<file path="src/rtl/frame_timer_if.sv">
// Control/readout bundle between the game FSM, the frame timer and the HUD/score logic.
interface frame_timer_if #(
  parameter int SEC_W = 7,
  parameter int SUB_W = 6
);
  logic             enable;
  logic             pause;
  logic             periodic;
  logic [SEC_W-1:0] load_secs;
  logic             frame_tick;
  logic             done;
  logic             busy;
  logic [SEC_W-1:0] secs_left;
  logic [SUB_W-1:0] sub_left;

  modport master (
    output enable, pause, periodic, load_secs,
    input  frame_tick, done, busy, secs_left, sub_left
  );

  modport slave (
    input  enable, pause, periodic, load_secs,
    output frame_tick, done, busy, secs_left, sub_left
  );
endinterface

</file>
<file path="src/rtl/frame_timer.sv">
// Game-time countdown: prescaler makes frame ticks, seconds/frames down-counter
// signals expiry, with one-shot/periodic mode, pause and abort.
module frame_timer #(
  parameter int DELAY_CYCLES = 833334,
  parameter int FPS          = 60,
  parameter int SEC_W        = 7,
  parameter int SUB_W        = 6
) (
  input  logic         clk,
  input  logic         resetn,
  frame_timer_if.slave bus
);
  localparam int PW = $clog2(DELAY_CYCLES);
  localparam logic [PW-1:0]    PRE_LAST = PW'(DELAY_CYCLES - 1);
  localparam logic [SUB_W-1:0] SUB_FULL = SUB_W'(FPS);

  typedef enum logic [1:0] {IDLE, RUN, PAUSED, EXPIRED} state_t;

  state_t           state, nxt;
  logic [PW-1:0]    presc, presc_n;
  logic [SEC_W-1:0] secs, secs_n, ld_q, ld_n;
  logic [SUB_W-1:0] sub, sub_n;
  logic             per_q, per_n;
  logic             tick, tick_n, done, done_n, busy, busy_n;
  logic             wrap;

  assign wrap = (presc == PRE_LAST);

  always_ff @(posedge clk or negedge resetn) begin
    if (!resetn) begin
      state <= IDLE;
      presc <= '0;
      secs  <= '0;
      sub   <= '0;
      ld_q  <= '0;
      per_q <= 1'b0;
      tick  <= 1'b0;
      done  <= 1'b0;
      busy  <= 1'b0;
    end else begin
      state <= nxt;
      presc <= presc_n;
      secs  <= secs_n;
      sub   <= sub_n;
      ld_q  <= ld_n;
      per_q <= per_n;
      tick  <= tick_n;
      done  <= done_n;
      busy  <= busy_n;
    end
  end

  always_comb begin
    nxt     = state;
    presc_n = presc;
    secs_n  = secs;
    sub_n   = sub;
    ld_n    = ld_q;
    per_n   = per_q;
    tick_n  = 1'b0;
    done_n  = 1'b0;
    case (state)
      IDLE: begin
        if (bus.enable) begin
          presc_n = '0;
          per_n   = bus.periodic;
          ld_n    = bus.load_secs;
          if (bus.load_secs == '0) begin
            // zero-length countdown expires immediately, whatever the mode
            nxt    = EXPIRED;
            done_n = 1'b1;
            secs_n = '0;
            sub_n  = '0;
          end else begin
            nxt    = RUN;
            secs_n = bus.load_secs;
            sub_n  = SUB_FULL;
          end
        end
      end
      RUN: begin
        presc_n = wrap ? '0 : presc + PW'(1);
        if (wrap) begin
          tick_n = 1'b1;
          if (sub > SUB_W'(1)) begin
            sub_n = sub - SUB_W'(1);
          end else if (secs > SEC_W'(1)) begin
            secs_n = secs - SEC_W'(1);
            sub_n  = SUB_FULL;
          end else begin
            done_n = 1'b1;
            if (per_q) begin
              secs_n = ld_q;
              sub_n  = SUB_FULL;
            end else begin
              nxt     = EXPIRED;
              presc_n = '0;
              secs_n  = '0;
              sub_n   = '0;
            end
          end
        end
        // this edge still counts; freezing starts on the next one
        if (bus.pause && nxt == RUN) nxt = PAUSED;
      end
      PAUSED: begin
        if (!bus.pause) nxt = RUN;
      end
      default: ;
    endcase
    if (!bus.enable) begin
      nxt     = IDLE;
      presc_n = '0;
      secs_n  = '0;
      sub_n   = '0;
      tick_n  = 1'b0;
      done_n  = 1'b0;
    end
    busy_n = (nxt == RUN) || (nxt == PAUSED);
  end

  assign bus.frame_tick = tick;
  assign bus.done       = done;
  assign bus.busy       = busy;
  assign bus.secs_left  = secs;
  assign bus.sub_left   = sub;
endmodule
</file>
<file path="src/flat_wrapper.sv">
// flat-port wrapper written by rule: the top's interface ports become plain ports
module frame_timer_flat 
#(
  parameter int DELAY_CYCLES = 833334,
  parameter int FPS          = 60,
  parameter int SEC_W        = 7,
  parameter int SUB_W        = 6
)
  (clk, resetn, bus_enable, bus_pause, bus_periodic, bus_load_secs, bus_frame_tick, bus_done, bus_busy, bus_secs_left, bus_sub_left);
  frame_timer_if #(.SEC_W(SEC_W), .SUB_W(SUB_W)) bus_i ();
  input  logic clk;
  input  logic resetn;
  input wire logic [$bits(bus_i.enable)-1:0] bus_enable;
  input wire logic [$bits(bus_i.pause)-1:0] bus_pause;
  input wire logic [$bits(bus_i.periodic)-1:0] bus_periodic;
  input wire logic [$bits(bus_i.load_secs)-1:0] bus_load_secs;
  output wire logic [$bits(bus_i.frame_tick)-1:0] bus_frame_tick;
  output wire logic [$bits(bus_i.done)-1:0] bus_done;
  output wire logic [$bits(bus_i.busy)-1:0] bus_busy;
  output wire logic [$bits(bus_i.secs_left)-1:0] bus_secs_left;
  output wire logic [$bits(bus_i.sub_left)-1:0] bus_sub_left;
  assign bus_i.enable = bus_enable;
  assign bus_i.pause = bus_pause;
  assign bus_i.periodic = bus_periodic;
  assign bus_i.load_secs = bus_load_secs;
  assign bus_frame_tick = bus_i.frame_tick;
  assign bus_done = bus_i.done;
  assign bus_busy = bus_i.busy;
  assign bus_secs_left = bus_i.secs_left;
  assign bus_sub_left = bus_i.sub_left;
  frame_timer #(.DELAY_CYCLES(DELAY_CYCLES), .FPS(FPS), .SEC_W(SEC_W), .SUB_W(SUB_W)) u_core (.clk(clk), .resetn(resetn), .bus(bus_i));
endmodule
</file>
<file path="config.mk">
export PLATFORM = sky130hd
export DESIGN_NAME = frame_timer_flat
export DESIGN_NICKNAME = d
export VERILOG_FILES = /design/src/rtl/frame_timer_if.sv /design/src/rtl/frame_timer.sv /design/src/flat_wrapper.sv
export SDC_FILE = /design/constraint.sdc
export NUM_CORES = 1
export LEC_CHECK = 0
export ABC_AREA = 1
export CORE_ASPECT_RATIO = 0.8
export CORE_UTILIZATION = 56
export CTS_BUF_LIST = sky130_fd_sc_hd__clkbuf_4 sky130_fd_sc_hd__clkbuf_8
export DETAILED_ROUTE_END_ITERATION = 10
export DONT_BUFFER_PORTS = 1
export GPL_TIMING_DRIVEN = 1
export HOLD_SLACK_MARGIN = 0.1
export PLACE_DENSITY = 0.78
export SETUP_SLACK_MARGIN = 0.4
export SLEW_MARGIN = 5
export SYNTH_ARGS = -nofsm -noshare
export SYNTH_HDL_FRONTEND = slang
export SYNTH_SLANG_ARGS = --single-unit
</file>
<file path="constraint.sdc">
create_clock -name clk -period 1.8 [get_ports clk]
set_input_delay 0.54 -clock clk [delete_from_list [all_inputs] [get_ports clk]]
set_output_delay 0.54 -clock clk [all_outputs]
set_load 0.01 [all_outputs]
</file>
# --- Yosys cells after proc, flatten, opt, wreduce, memory -nomap -nowiden ---
# Index checks and enable logic that the tools add are counted.
totals:
  ff_bits: 46
  romBits: 0
  ramBits: 0
  in_bits: 12
  latch_bits: 0
  memories: 0
  out_inout_bits: 16
op_classes:
  add_sub_neg: 3
  n_reduce_logical: 7
  n_lt_le_gt_ge: 2
  n_shift: 0
  bitwise_logic: 0
  n_mul: 0
  div: 0
  eq_ne: 9
  n_mux: 40
ops:
  columns: ["op", "n"]
  rows:
  - ["$mux 20", 6]
  - ["$mux 7", 6]
  - ["$pmux 20 s2", 1]
  - ["$mux 6", 6]
  - ["$add 20x1->20 const B", 1]
  - ["$eq 20x20->1 const B", 1]
  - ["$mux 2", 9]
  - ["$pmux 7 s2", 1]
  - ["$pmux 6 s2", 1]
  - ["$mux 1", 8]
  - ["$gt 7x1->1 const B", 1]
  - ["$logic_not 7->1", 1]
  - ["$sub 7x1->7 const B", 1]
  - ["$eq 2x1->1 const B", 3]
  - ["$gt 6x1->1 const B", 1]
  - ["$pmux 2 s3", 1]
  - ["$sub 6x1->6 const B", 1]
  - ["$eq 2x2->1 const B", 2]
  - ["$reduce_and 2->1", 2]
  - ["$ne 3x1->1 const B", 1]
  - ["$ne 3x2->1 const B", 1]
  - ["$ne 3x3->1 const B", 1]
  - ["$reduce_and 3->1", 1]
  - ["$logic_not 2->1", 1]
  - ["3 further kinds", 3]

# --- Depth between registers and ports, before layout ---
logic_depth:
  ltp_word: 12
  mapped_depth: 11
  ltp_nobuf: 11

# --- Worst setup path after synthesis ---
# No wires, ideal clock.
synth_path:
  kind: "reg-to-reg"
  from: "reg u_core.sub[0] (netlist: u_core.bus.sub_left[0])"
  to: "reg u_core.secs[2] (netlist: u_core.bus.secs_left[2])"
  slack_ns: 0.154
  t_arrival_ns: 1.526
  required_time_ns: 1.679
  n_path_buf: 1
  stages_incl_launch_ff: 11
  setup_ns: 0.121
  path_cell_list: "dfrtp_1 > inv_1 > ha_1 > o21ai_0 > nor2_1 > inv_1 > nand2_1 > nand3_2 > buf_6 > nand2_1 > o21ai_2"
synth_between:
  elab_chain_cells: 3
synth_rtl:
  columns: ["element", "line_no", "rtl"]
  rows:
  - ["start, declared", "frame_timer.sv:22", "logic [SUB_W-1:0] sub, sub_n;"]
  - ["start signal, assigned", "frame_timer.sv:44", "sub <= sub_n;"]
  - ["$gt 6x1->1", "frame_timer.sv:85", "if (sub > SUB_W'(1)) begin"]
  - ["$ne 3x3->1 (no line)", null, null]
  - ["$reduce_and 3->1 (no line)", null, null]
  - ["end signal, assigned", "frame_timer.sv:43", "secs <= secs_n;"]
  - ["end, declared", "frame_timer.sv:21", "logic [SEC_W-1:0] secs, secs_n, ld_q, ld_n;"]
# Every way passes these cells.
# A chain may end at the register's enable or synchronous reset.

# --- Final worst setup path ---
layout_path:
  from: "reg u_core.presc[1]"
  to: "reg u_core.secs[6] (netlist: u_core.bus.secs_left[6])"
layout_between:
  elab_chain_cells: 3
layout_rtl:
  columns: ["element", "line_no", "rtl"]
  rows:
  - ["start, declared", "frame_timer.sv:20", "logic [PW-1:0] presc, presc_n;"]
  - ["start signal, assigned", "frame_timer.sv:42", "presc <= presc_n;"]
  - ["$eq 20x20->1", "frame_timer.sv:27", "assign wrap = (presc == PRE_LAST);"]
  - ["$ne 3x2->1 (no line)", null, null]
  - ["$reduce_and 3->1 (no line)", null, null]
# Every way passes these cells.

==> flow_summary.json <==
{
  "cpPeakStageDelay_ps": 420,
  "startpoint_type": "flip-flop",
  "cap_violations": 0,
  "cts_buffers": 5,
  "violations": "negative hold slack",
  "dp_hpwl_mm": 5.05,
  "antenna_left": 0,
  "pwr_density_cell_nw_per_um2": 876,
  "fmax_ghz": 0.560,
  "cts_tree": "done",
  "clock_latency_ps": 310,
  "leakagePower_nw": 1.92,
  "grt_max_degree": 47,
  "drt_pass1_iterations": 7,
  "start_util_pct": 58.3,
  "worst_ep_required_time_ps": 2060,
  "io_buffers": 0,
  "clk_pin_slew_ps": 100,
  "row_count": 23,
  "die_h_microns": 66.6,
  "ys_warn_count": 0,
  "dpl_cell_area_sq_um": 3180,
  "synth_seq_cells": 46,
  "multi_input_area_sq_um": 1970,
  "layout.cells.non_filler": 543,
  "yosysSeqAreaShare_pct": 39.4,
  "synth_area_sq_um": 2920,
  "arrival_ps": 2050,
  "post-place-ws_ps": -40.4,
  "crit_family": "simple AND/OR/NAND/NOR gates",
  "groute.usage.overall_pct": 34.4,
  "htree_levels": 2,
  "wire_per_inst_microns": 20.5,
  "core_region_area_sq_um": 5010,
  "fin_nets": 498,
  "vias": 3592,
  "status": "finished, violations left",
  "floorplan.die_area_sq_um": 5510,
  "cpMaxStageDelayCell": "dfrtp_1",
  "setup_viol": 0,
  "critical_path_class": "flip-flop to flip-flop",
  "ys_types": 33,
  "path_cells": "inv_2, ha_4, inv_2, nor2_4, nand3_4, o21ai_4, buf_12, nand4_1, inv_1, nand2_1, nand2_1",
  "cts_buffer_depth": 2,
  "drtIter0Drc": 581,
  "end_kind": "flip-flop",
  "hold_viol": 46,
  "hold_ws_ps": -96.3,
  "crit_fanout": 4,
  "grt_overflow": 0,
  "synth_nets": 429,
  "finalCritPeriodShare_pct": 99.2,
  "worstPathBufferInverterCount": 4,
  "slew_viol_final": 0,
  "grt_first_pass_wirelength_mm": 14.2,
  "avgSynthCellArea_sq_um": 7.11,
  "cts_sinks": 46,
  "grt_pass1_vias": 2966,
  "final_layout_size_suffix_gt1_share_pct": 43.0,
  "grt_antenna_before_repair": 0,
  "ios": 28,
  "route.detailed.drc": 0,
  "synth_cells": 411,
  "root_buffer": "clkbuf_8",
  "ir_worst_vdd_uv": 677,
  "vias_per_cell": 6.62,
  "rsz0062_at_grt": "true",
  "layout_setup_ws_ps": 14.3,
  "dp.cells": 483,
  "die_x_microns": 82.7,
  "fillerInstances": 243,
  "synthToLayoutAreaGrowth_pct": 44.6,
  "n_antenna_cell": 0,
  "finalCriticalPeriod_ps": 1790,
  "min_path_type": "primary input to asynchronous set/reset pin",
  "slew_headroom_pct": 68.3,
  "wl_mm": 11.1,
  "tightest_slew_ps": 472,
  "seqCellArea_sq_um": 1160,
  "final_cell_area_sq_um": 4220,
  "gp_congestion": 0.896,
  "finalClockSkew_ps": 17.2
}
-- state kept, by name, summed over array words and instances, names as in the netlist --
| register | flops |
|---|---|
| u_core.presc | 20 |
| u_core.bus.secs_left | 7 |
| u_core.ld_q | 7 |
| u_core.bus.sub_left | 6 |
| u_core.state | 2 |
| u_core.bus.busy | 1 |
| u_core.bus.done | 1 |
| u_core.bus.frame_tick | 1 |
| u_core.per_q | 1 |
-- final timing paths --
kind,from,endpoint,slack [ps],depth (start not counted)
min in group clk,bus_enable,u_core.state[0]$_DFF_PN0_,340,2
max,u_core.presc[1]$_DFFE_PN0P_,u_core.bus.secs_left[6]$_DFFE_PN0P_,10,11
max in group asynchronous,resetn,u_core.presc[8]$_DFFE_PN0P_,1780,0
min reg2reg,u_core.ld_q[2]$_DFFE_PN0P_,u_core.ld_q[2]$_DFFE_PN0P_,500,2
min,resetn,u_core.bus.secs_left[1]$_DFFE_PN0P_,-100,0
max reg2reg,u_core.presc[1]$_DFFE_PN0P_,u_core.bus.secs_left[6]$_DFFE_PN0P_,10,11
-- Yosys cell counts (all sizes together) --
| cell type | number | area [sq um] |
|---|---|---|
| a211oi | 1 | 12.5 |
| inv | 59 | 221 |
| nand2 | 108 | 420 |
| nor3b | 1 | 12.5 |
| o211ai | 1 | 7.51 |
| dfrtp | 46 | 1150 |
| nor4 | 1 | 6.26 |
| nand4 | 11 | 68.8 |
| o22ai | 3 | 18.8 |
| nor2 | 56 | 245 |
| o21ai | 37 | 208 |
| o31ai | 2 | 15.0 |
| a21oi | 15 | 75.1 |
| o21bai | 1 | 7.51 |
| nor3 | 13 | 65.1 |
| xor2 | 5 | 43.8 |
| buf | 6 | 48.8 |
| clkbuf | 3 | 11.3 |
| nand3 | 34 | 193 |
| a31oi | 1 | 6.26 |
| nand3b | 1 | 7.51 |
| ha | 6 | 75.1 |
-- per-layer routing --
metal / GRT usage [%] / up-vias / part of all wire (%)
met5: 0 / - / 0
met4: 13.8 / 0 / 5.9
met3: 9.86 / 114 / 14
met2: 51.6 / 374 / 44
met1: 46.3 / 1634 / 36
li1: - / 1470 / -
-- final cells by class --
class	instances	share of cell area, %
multi-input cells	298	46.6
flip-flops and latches	46	27.6
repair buffers	70	16.3
inverters	59	5.42
clock buffers	7	2.13
well taps	62	1.84
clock inverters	1	0.119
-- metrics by stage --
step	hold slack [ps]	power (mW)	TNS, ps	util [%]
CTS	-82.9	3.28	0	76.9
detailed placement	245	2.27	-97.4	63.6
floorplan	244	2.00	0	-
finish	-96.3	3.70	0	84.3
global route	-104	3.84	-236	84.3
global placement	245	2.25	0	63.6
-- worst reg2reg max path, delay by kind of cell (launching register included) --
family | cells | cell delay, ps
DFF | 1 | 420
AOI/OAI and AO/OA | 1 | 240
and+or+nand+nor | 5 | 530
adders and majority gates | 1 | 140
buffers and inverters | 4 | 410
-- layout by cell type (no fill, tap or decap), drive strengths merged, types with 2 or more instances in the layout --
| master | n |
|---|---|
| clkbuf | 7 |
| nor3 | 13 |
| nand4 | 11 |
| dfrtp | 46 |
| ha | 6 |
| o21ai | 37 |
| xor2 | 5 |
| nand3 | 35 |
| o22ai | 3 |
| nand2 | 108 |
| inv | 59 |
| o31ai | 2 |
| nor2 | 56 |
| buf | 69 |
| a21oi | 15 |
-- cell families after synthesis --
logic type,after synthesis,synth area share (%)
AND/OR/NAND/NOR,225,34.9
XOR/XNOR,5,1.50
buffers and inverters,68,9.64
flip-flops,46,39.4
AO/OA/AOI/OAI,61,12.0
adder cells (fa/ha/maj),6,2.57
-- where the power goes --
| part | leakage, nW | switching [mW] | internal, mW |
|---|---|---|---|
| logic | 1.28 | 0.978 | 0.691 |
| registers | 0.592 | 0.157 | 1.15 |
| clock network | 0.0517 | 0.394 | 0.327 |
-- repair_timing --
action,in CTS,in global routing
setup endpoints to repair,42,55
buffers inserted,34,16
pin swaps,27,27
endpoints found under the hold margin,46,46
resized for setup,73,69
cloned,2,0
Power figures use the tool's default switching activity.
